==> src/rtl/ped_crossing_ctrl_v2.sv <==
// Pedestrian crossing controller: timed car/pedestrian phases, request latch,
// flashing pedestrian clearance and an unattended flashing-yellow night mode.
module ped_crossing_ctrl_v2 #(
    parameter int unsigned T_MIN_GREEN  = 500000000,
    parameter int unsigned T_YELLOW     = 100000000,
    parameter int unsigned T_PED_GREEN  = 200000000,
    parameter int unsigned T_PED_FLASH  = 100000000,
    parameter int unsigned T_RED_YELLOW = 100000000,
    parameter int unsigned FLASH_HALF   = 25000000,
    parameter int unsigned CNT_W        = 30
) (
    input  logic       clk,
    input  logic       rst,
    input  logic       ped_btn,
    input  logic       night_mode,
    output logic       road_red,
    output logic       road_yellow,
    output logic       road_green,
    output logic       ped_red,
    output logic       ped_green,
    output logic       ped_wait,
    output logic [2:0] debug_state
);

    typedef enum logic [2:0] {
        CARS_GREEN      = 3'd0,
        CARS_YELLOW     = 3'd1,
        PED_GREEN       = 3'd2,
        PED_FLASH       = 3'd3,
        CARS_RED_YELLOW = 3'd4,
        NIGHT           = 3'd5
    } state_t;

    localparam logic [CNT_W-1:0] MG_LAST = CNT_W'(T_MIN_GREEN - 1);
    localparam logic [CNT_W-1:0] Y_LAST  = CNT_W'(T_YELLOW - 1);
    localparam logic [CNT_W-1:0] PG_LAST = CNT_W'(T_PED_GREEN - 1);
    localparam logic [CNT_W-1:0] PF_LAST = CNT_W'(T_PED_FLASH - 1);
    localparam logic [CNT_W-1:0] RY_LAST = CNT_W'(T_RED_YELLOW - 1);
    localparam logic [CNT_W-1:0] FH_LAST = CNT_W'(FLASH_HALF - 1);
    localparam logic [CNT_W-1:0] ONE     = CNT_W'(1);

    state_t           state, state_next;
    logic [CNT_W-1:0] timer, timer_next;
    logic [CNT_W-1:0] fcnt, fcnt_next;
    logic             req, req_next;
    logic             flash, flash_next;
    logic             changed;
    logic             rr_n, ry_n, rg_n, pr_n, pg_n;

    always_comb begin
        state_next = state;
        case (state)
            CARS_GREEN: begin
                if (night_mode)
                    state_next = NIGHT;
                else if (req && timer == MG_LAST)
                    state_next = CARS_YELLOW;
            end
            CARS_YELLOW:     if (timer == Y_LAST)  state_next = PED_GREEN;
            PED_GREEN:       if (timer == PG_LAST) state_next = PED_FLASH;
            PED_FLASH:       if (timer == PF_LAST) state_next = CARS_RED_YELLOW;
            CARS_RED_YELLOW: if (timer == RY_LAST) state_next = CARS_GREEN;
            NIGHT:           if (!night_mode)      state_next = CARS_RED_YELLOW;
            default:         state_next = CARS_GREEN;
        endcase
    end

    always_comb begin
        changed = (state_next != state);

        // Green holds at its last count so a late request leaves on the next edge.
        timer_next = timer + ONE;
        if (changed)
            timer_next = '0;
        else if (state == CARS_GREEN && timer == MG_LAST)
            timer_next = timer;

        req_next = req;
        if (changed && (state_next == PED_GREEN || state_next == NIGHT))
            req_next = 1'b0;
        else if (ped_btn && (state inside {CARS_GREEN, CARS_YELLOW, PED_FLASH, CARS_RED_YELLOW}))
            req_next = 1'b1;

        fcnt_next  = fcnt;
        flash_next = flash;
        if (changed && (state_next == PED_FLASH || state_next == NIGHT)) begin
            fcnt_next  = '0;
            flash_next = 1'b1;
        end else if (state == PED_FLASH || state == NIGHT) begin
            if (fcnt == FH_LAST) begin
                fcnt_next  = '0;
                flash_next = ~flash;
            end else begin
                fcnt_next = fcnt + ONE;
            end
        end
    end

    // Lamps are decoded from the next state and registered with it, so they
    // carry no extra latency and cannot glitch across a phase boundary.
    always_comb begin
        rr_n = 1'b0;
        ry_n = 1'b0;
        rg_n = 1'b0;
        pr_n = 1'b0;
        pg_n = 1'b0;
        case (state_next)
            CARS_GREEN:      begin rg_n = 1'b1; pr_n = 1'b1; end
            CARS_YELLOW:     begin ry_n = 1'b1; pr_n = 1'b1; end
            PED_GREEN:       begin rr_n = 1'b1; pg_n = 1'b1; end
            PED_FLASH:       begin rr_n = 1'b1; pg_n = flash_next; end
            CARS_RED_YELLOW: begin rr_n = 1'b1; ry_n = 1'b1; pr_n = 1'b1; end
            NIGHT:           ry_n = flash_next;
            default:         begin rg_n = 1'b1; pr_n = 1'b1; end
        endcase
    end

    always_ff @(posedge clk or posedge rst) begin
        if (rst) begin
            state       <= CARS_GREEN;
            timer       <= '0;
            fcnt        <= '0;
            req         <= 1'b0;
            flash       <= 1'b0;
            road_red    <= 1'b0;
            road_yellow <= 1'b0;
            road_green  <= 1'b1;
            ped_red     <= 1'b1;
            ped_green   <= 1'b0;
        end else begin
            state       <= state_next;
            timer       <= timer_next;
            fcnt        <= fcnt_next;
            req         <= req_next;
            flash       <= flash_next;
            road_red    <= rr_n;
            road_yellow <= ry_n;
            road_green  <= rg_n;
            ped_red     <= pr_n;
            ped_green   <= pg_n;
        end
    end

    assign ped_wait    = req;
    assign debug_state = state;

endmodule

==> config.mk <==
export PLATFORM = sky130hd
export DESIGN_NAME = ped_crossing_ctrl_v2
export DESIGN_NICKNAME = d
export VERILOG_FILES = /design/src/rtl/ped_crossing_ctrl_v2.sv
export SDC_FILE = /design/constraint.sdc
export NUM_CORES = 1
export LEC_CHECK = 0
export ABC_CLOCK_PERIOD_IN_PS = 2280
export CORE_UTILIZATION = 28
export DETAILED_ROUTE_END_ITERATION = 8
export GPL_TIMING_DRIVEN = 0
export SLEW_MARGIN = 5
export SYNTH_ARGS = -nofsm -noshare
export SYNTH_HDL_FRONTEND = slang
export SYNTH_SLANG_ARGS = --single-unit
==> constraint.sdc <==
create_clock -name clk -period 2.28 [get_ports clk]
set_input_delay 0.456 -clock clk [delete_from_list [all_inputs] [get_ports clk]]
set_output_delay 0.456 -clock clk [all_outputs]
set_load 0.01 [all_outputs]
== After elaboration in Yosys (flattened, before gate mapping) ==
Cells that the tools add are included.
Storage, ports and cells
  output and inout port bits: 9
  input bits: 4
  word-level logic and storage cells: 68
  register bits: 70
Operators by class
  bitwise operators: 1
  muxes and demuxes: 23
  add/sub/neg operators: 2
  reduce and logical (&&, ||, !) cells: 16
  equality and inequality tests: 16
Operators with widths (count)
  $mux W30: 5
  $add A30 B1 Y30 const B: 2
  $eq A30 B25 Y1 const B: 1
  $eq A30 B27 Y1 const B: 1
  $eq A30 B28 Y1 const B: 1
  $eq A30 B29 Y1 const B: 1
  $mux W3: 7
  $pmux W3 S6: 1
  $eq A3 B2 Y1 const B: 4
  $eq A3 B3 Y1 const B: 4
  $mux W1: 8
  $eq A3 B1 Y1 const B: 2
  $reduce_or A3 Y1: 2
  $logic_and A1 B1 Y1: 5
  $reduce_or A5 Y1: 1
  $pmux W1 S2: 2
  $reduce_bool A2 Y1: 2
  $reduce_bool A4 Y1: 1
  $logic_not A3 Y1: 1
  $logic_or A1 B1 Y1: 3
  $ne A3 B3 Y1: 1
  $ne A2 B2 Y1 const B: 1
  $reduce_or A2 Y1: 1
  $not A1 Y1: 1

== Longest topological paths before layout ==
  word-level depth: 10
  depth in mapped cells: 8
  depth with buffers taken out: 8

== Least setup slack after synthesis ==
OpenSTA, ideal clock, no wires.
  kind: flip-flop to flip-flop
  from: register timer[10]
  to: register timer[10]
  arrival time: 2207 ps
  required time: 2208 ps
  path buffers: 1
  clock period less this slack: 2278 ps
  cell stages (with the launch flop): 8
  setup time: 72 ps
  setup slack: 2 ps
  cells stage by stage: dfrtp_1 > or3b_1 > nor4_4 > nand3_1 > a31o_1 > o41a_1 > buf_2 > nor2_1
Between the ends
  cells in the longest elaborated chain, start to end: 7
  elaborated cells on any way between the ends: 17
  classes of those cells: 1 x add/sub; 5 x eq/ne; 9 x mux; 2 x reduce/logical
RTL lines
  from (decl): line 43  | logic [CNT_W-1:0] timer, timer_next;
  from (signal assigned): line 132  | timer <= timer_next;
  $eq A30 B29 Y1: line 56, 75
  $logic_and A1 B1 Y1: line 56  | else if (req && timer == MG_LAST)
  $mux W3: line 56
  $mux W3: line 54  | if (night_mode)
  $pmux W3 S6: line 52  | case (state)
  $ne A3 B3 Y1: line 69  | changed = (state_next != state);
  $ne A2 B2 Y1 (no source line) / $mux W30 (equally long branches)
Parallel ways exist; a longest one is shown, timed or not. The select of a mux whose other input is x is not followed.
A chain may end at the register's enable or synchronous reset.

== Final worst setup path ==
  from: register timer[11]
  to: register timer[9]
Same word-level chain as after synthesis.

==> key figures <==
Run status
  • Status: finished, violations left
  • Failing checks: setup timing

Critical path
  • Slowest stage delay, CP: 0.42 ns
  • Startpoint Class: register
  • Crit-path max FO: 6
  • Worst path slowest cell: or3b_4
  • Worst path required time: 2.55 ns
  • CP Capture Type: register
  • Worst r2r path cells: 8
  • Worst-path cell chain: or3b_4 -> nor4_4 -> nand3_2 -> a31o_1 -> o41a_1 -> buf_12 -> buf_8 -> nor2_4
  • WS Path Type: reg -> reg
  • WP data arrival: 2.59 ns

Layout
  • Share of layout cells above drive strength 1: 29.27%
  • Commonest non-fill, non-tap cells in the layout: 64 x dfrtp_1, 32 x xor2_1, 29 x nand2_1
  • Fin util: 39.62%
  • Final #Nets: 453
  • Syn-to-layout area delta: 37.48%
  • Ant. Diodes: 0
  • Multi-input logic area: 0.002466 mm^2
  • Commonest non-fill, non-tap cell in the layout: dfrtp_1
  • Fillers: 1283
  • Storage element area: 0.001759 mm^2

Detailed routing
  • Post-route ant nets: 0
  • Via count: 3169
  • Post-Route WL: 9423 um
  • Vias/cell: 5.054
  • Wire per inst: 15.03 um
  • DR pass1 iterations: 4
  • DR iter-0 viols: 173
  • Number of remaining DRC errors: 0

CTS
  • Clock latency on the worst-skew pair: 0.34 ns
  • Longest Clk Path Bufs: 2
  • Root Buffer: clkbuf_16
  • Hold buffers post-CTS: 0
  • Register clock-pin slew on the reported worst setup and hold paths: 0.05 ns
  • CTS HTree Levels: 3
  • Clock sinks: 70
  • CTS tree: yes
  • Total CTS buffers: 9

Synthesis
  • Syn_nets: 409
  • FF+latch count, synth: 70
  • Synth Warn #: 0
  • Async SR Flop Fraction: 100.0%
  • Mapped cell area: 0.003816 mm^2
  • Synth unique cells: 52
  • Most used DFF post-synth: dfrtp_1
  • Cells after Synth: 403
  • EDFF count, synth: 0
  • Register area share after synthesis: 45.97%
  • Syn Area/Cell: 9.469 um^2

Timing
  • Finish-stage setup viols: 33
  • Post-layout min period: 2.322 ns
  • Clock skew: 0.01049 ns
  • Slew headroom: 65.79%
  • Max Slew Vio Count: 0
  • Highest Clock Rate: 430.8 MHz
  • Slew @ Worst Pin: 0.5089 ns
  • Final Hold Vio Count: 0
  • Final Worst Setup Slack: -0.04151 ns
  • Unrepaired setup endpoints after global routing: yes
  • Period utilisation layout: 101.8%

Pwr
  • Int Pwr: 3170 uW
  • Total Power: 4821 uW
  • Sw Ratio: 34.26%
  • NetSw: 1652 uW
  • Combinational fraction of design power: 32.5%
  • Leak: 0.002042 uW
  • Clock Power Share: 27.7%
  • P per Cell Area: 919.0 mW/mm^2
  • Reg power frac: 39.8%
  • Worst VDD drop: 0.4567 mV

Floorplan
  • Chip Width: 118.7 um
  • Die height: 118.7 um
  • Die area: 0.01410 mm^2
  • Row count: 42
  • Core box area: 0.01324 mm^2
  • Io pins: 13
  • Starting density of the core: 28.82%

Global route
  • Initial antenna violation count: 0
  • Overflow left after global routing: 0
  • Vias in the first global route: 3189
  • Gr usage total: 13.91%
  • Largest net degree at the start of global routing: 47
  • First-pass GRT wire length: 15530 um

Job
  • MaxCap Viol Count: 0

Place
  • IO Port Bufs: 12
  • DP Wirelength: 6100 um
  • Routability cong.: 0.8673

Min path
  • Worst hold path class: in -> async
==> cell type report <==
class / instances / share of cell area, %
Buffer: 13 / 2.719
Clock buffer: 13 / 4.579
Clock inverter: 2 / 0.6678
Inverter: 7 / 0.5485
Multi-Input combinational cell: 312 / 47.01
Sequential cell: 70 / 33.53
Tap cell: 176 / 4.197
Timing Repair Buffer: 34 / 6.749
==> cells in the mapped netlist, drive strengths merged (2+ instances only) <==
cell type / number / area (um^2)
nor2: 49 / 183.9
nand2: 30 / 112.6
nand4: 22 / 137.6
dfstp: 2 / 52.55
a21oi: 4 / 20.02
nor4: 10 / 90.08
ha: 2 / 25.02
a31oi: 6 / 37.54
nand4bb: 2 / 22.52
buf: 8 / 40.04
or2: 3 / 18.77
and3: 11 / 68.82
nand2b: 3 / 18.77
nand3: 17 / 85.08
o21ai: 6 / 30.02
clkbuf: 6 / 22.52
xor2: 32 / 280.3
or3b: 3 / 26.28
dfrtp: 68 / 1702
nor3: 37 / 185.2
mux2i: 3 / 30.03
nand4b: 2 / 17.52
nor3b: 2 / 15.01
and2: 8 / 50.05
or4b: 2 / 20.02
nor2b: 4 / 25.02
and4: 10 / 87.58
xnor2: 25 / 219.0
inv: 7 / 26.28
or3: 2 / 12.51
==> layer usage <==
metal,share of wire [%],vias up,track usage [%]
met3,3.9,10,4.199
met5,0,-,0
met1,45,1591,17.88
met4,1.2,0,5.142
met2,50,43,21.93
li1,-,1525,-
==> path summary, 6_finish.rpt <==
kind	endpoint	start	slack, ns
max	timer[9]	timer[11]	-0.04
min	fcnt[0]	rst	0.44
max reg2reg	timer[9]	timer[11]	-0.04
min reg2reg	flash	flash	0.56
max in group asynchronous	timer[10]	rst	1.27
min in group clk	flash	flash	0.56
==> flip-flops by register name, summed over array words and instances (netlist names) <==
| name | cells |
|---|---|
| ped_wait | 1 |
| ped_green | 1 |
| road_red | 1 |
| road_green | 1 |
| debug_state | 3 |
| road_yellow | 1 |
| ped_red | 1 |
| flash | 1 |
| timer | 30 |
| fcnt | 30 |
==> power by group through the flow <==
stage                     Sequential (uW)  Clock [uW]  Combinational (uW)
after floorplan                      1830           0                 674
after global placement               1890           0                 885
after detailed placement             1910           0                 917
after CTS                            1890        1360                1310
after global routing                 1960        1430                1700
final                                1920        1340                1570
==> cell families (layout without fill, tap and decap cells) <==
family / Yosys count / after routing / synth area share [%]
and+or+nand+nor: 222 / 222 / 32.03
DFF: 70 / 70 / 45.97
xor gates and xnor gates: 57 / 57 / 13.08
AOI/OAI and AO/OA: 27 / 27 / 4.853
buffers and inverters: 21 / 69 / 2.328
muxes: 4 / 4 / 1.082
adders and majority gates: 2 / 2 / 0.6556
==> metrics by stage <==
step / area [um^2] / worst slack, ns / std cells / setup TNS, ns / hold WS (ns)
after floorplan: 3816 / 0.001586 / 403 / 0 / 0.4970
after global placement: 4156 / -1.119 / 591 / -103.08 / 0.5248
after detailed placement: 4187 / -0.5577 / 592 / -26.26 / 0.5314
after CTS: 4898 / -0.01603 / 626 / -0.2208 / 0.4503
after global routing: 5246 / -0.1527 / 627 / -5.011 / 0.4655
final: 5246 / -0.04151 / 627 / -0.9182 / 0.4436
==> worst max-delay path: cells and delay by family, from the launching register on <==
| family | cells | cell delay [ns] |
|---|---|---|
| compound gates | 2 | 0.62 |
| flops | 1 | 0.39 |
| buf+inv | 2 | 0.31 |
| simple gates | 4 | 0.93 |
==> what timing repair did <==
item / 4_1_cts / 5_1_grt
pin swaps: 41 / 4
gates resized for setup: 76 / 73
gates cloned: 3 / 1
buffers inserted: 16 / 1
setup endpoints to repair: 64 / 61
Power figures use the tool's default switching activity.
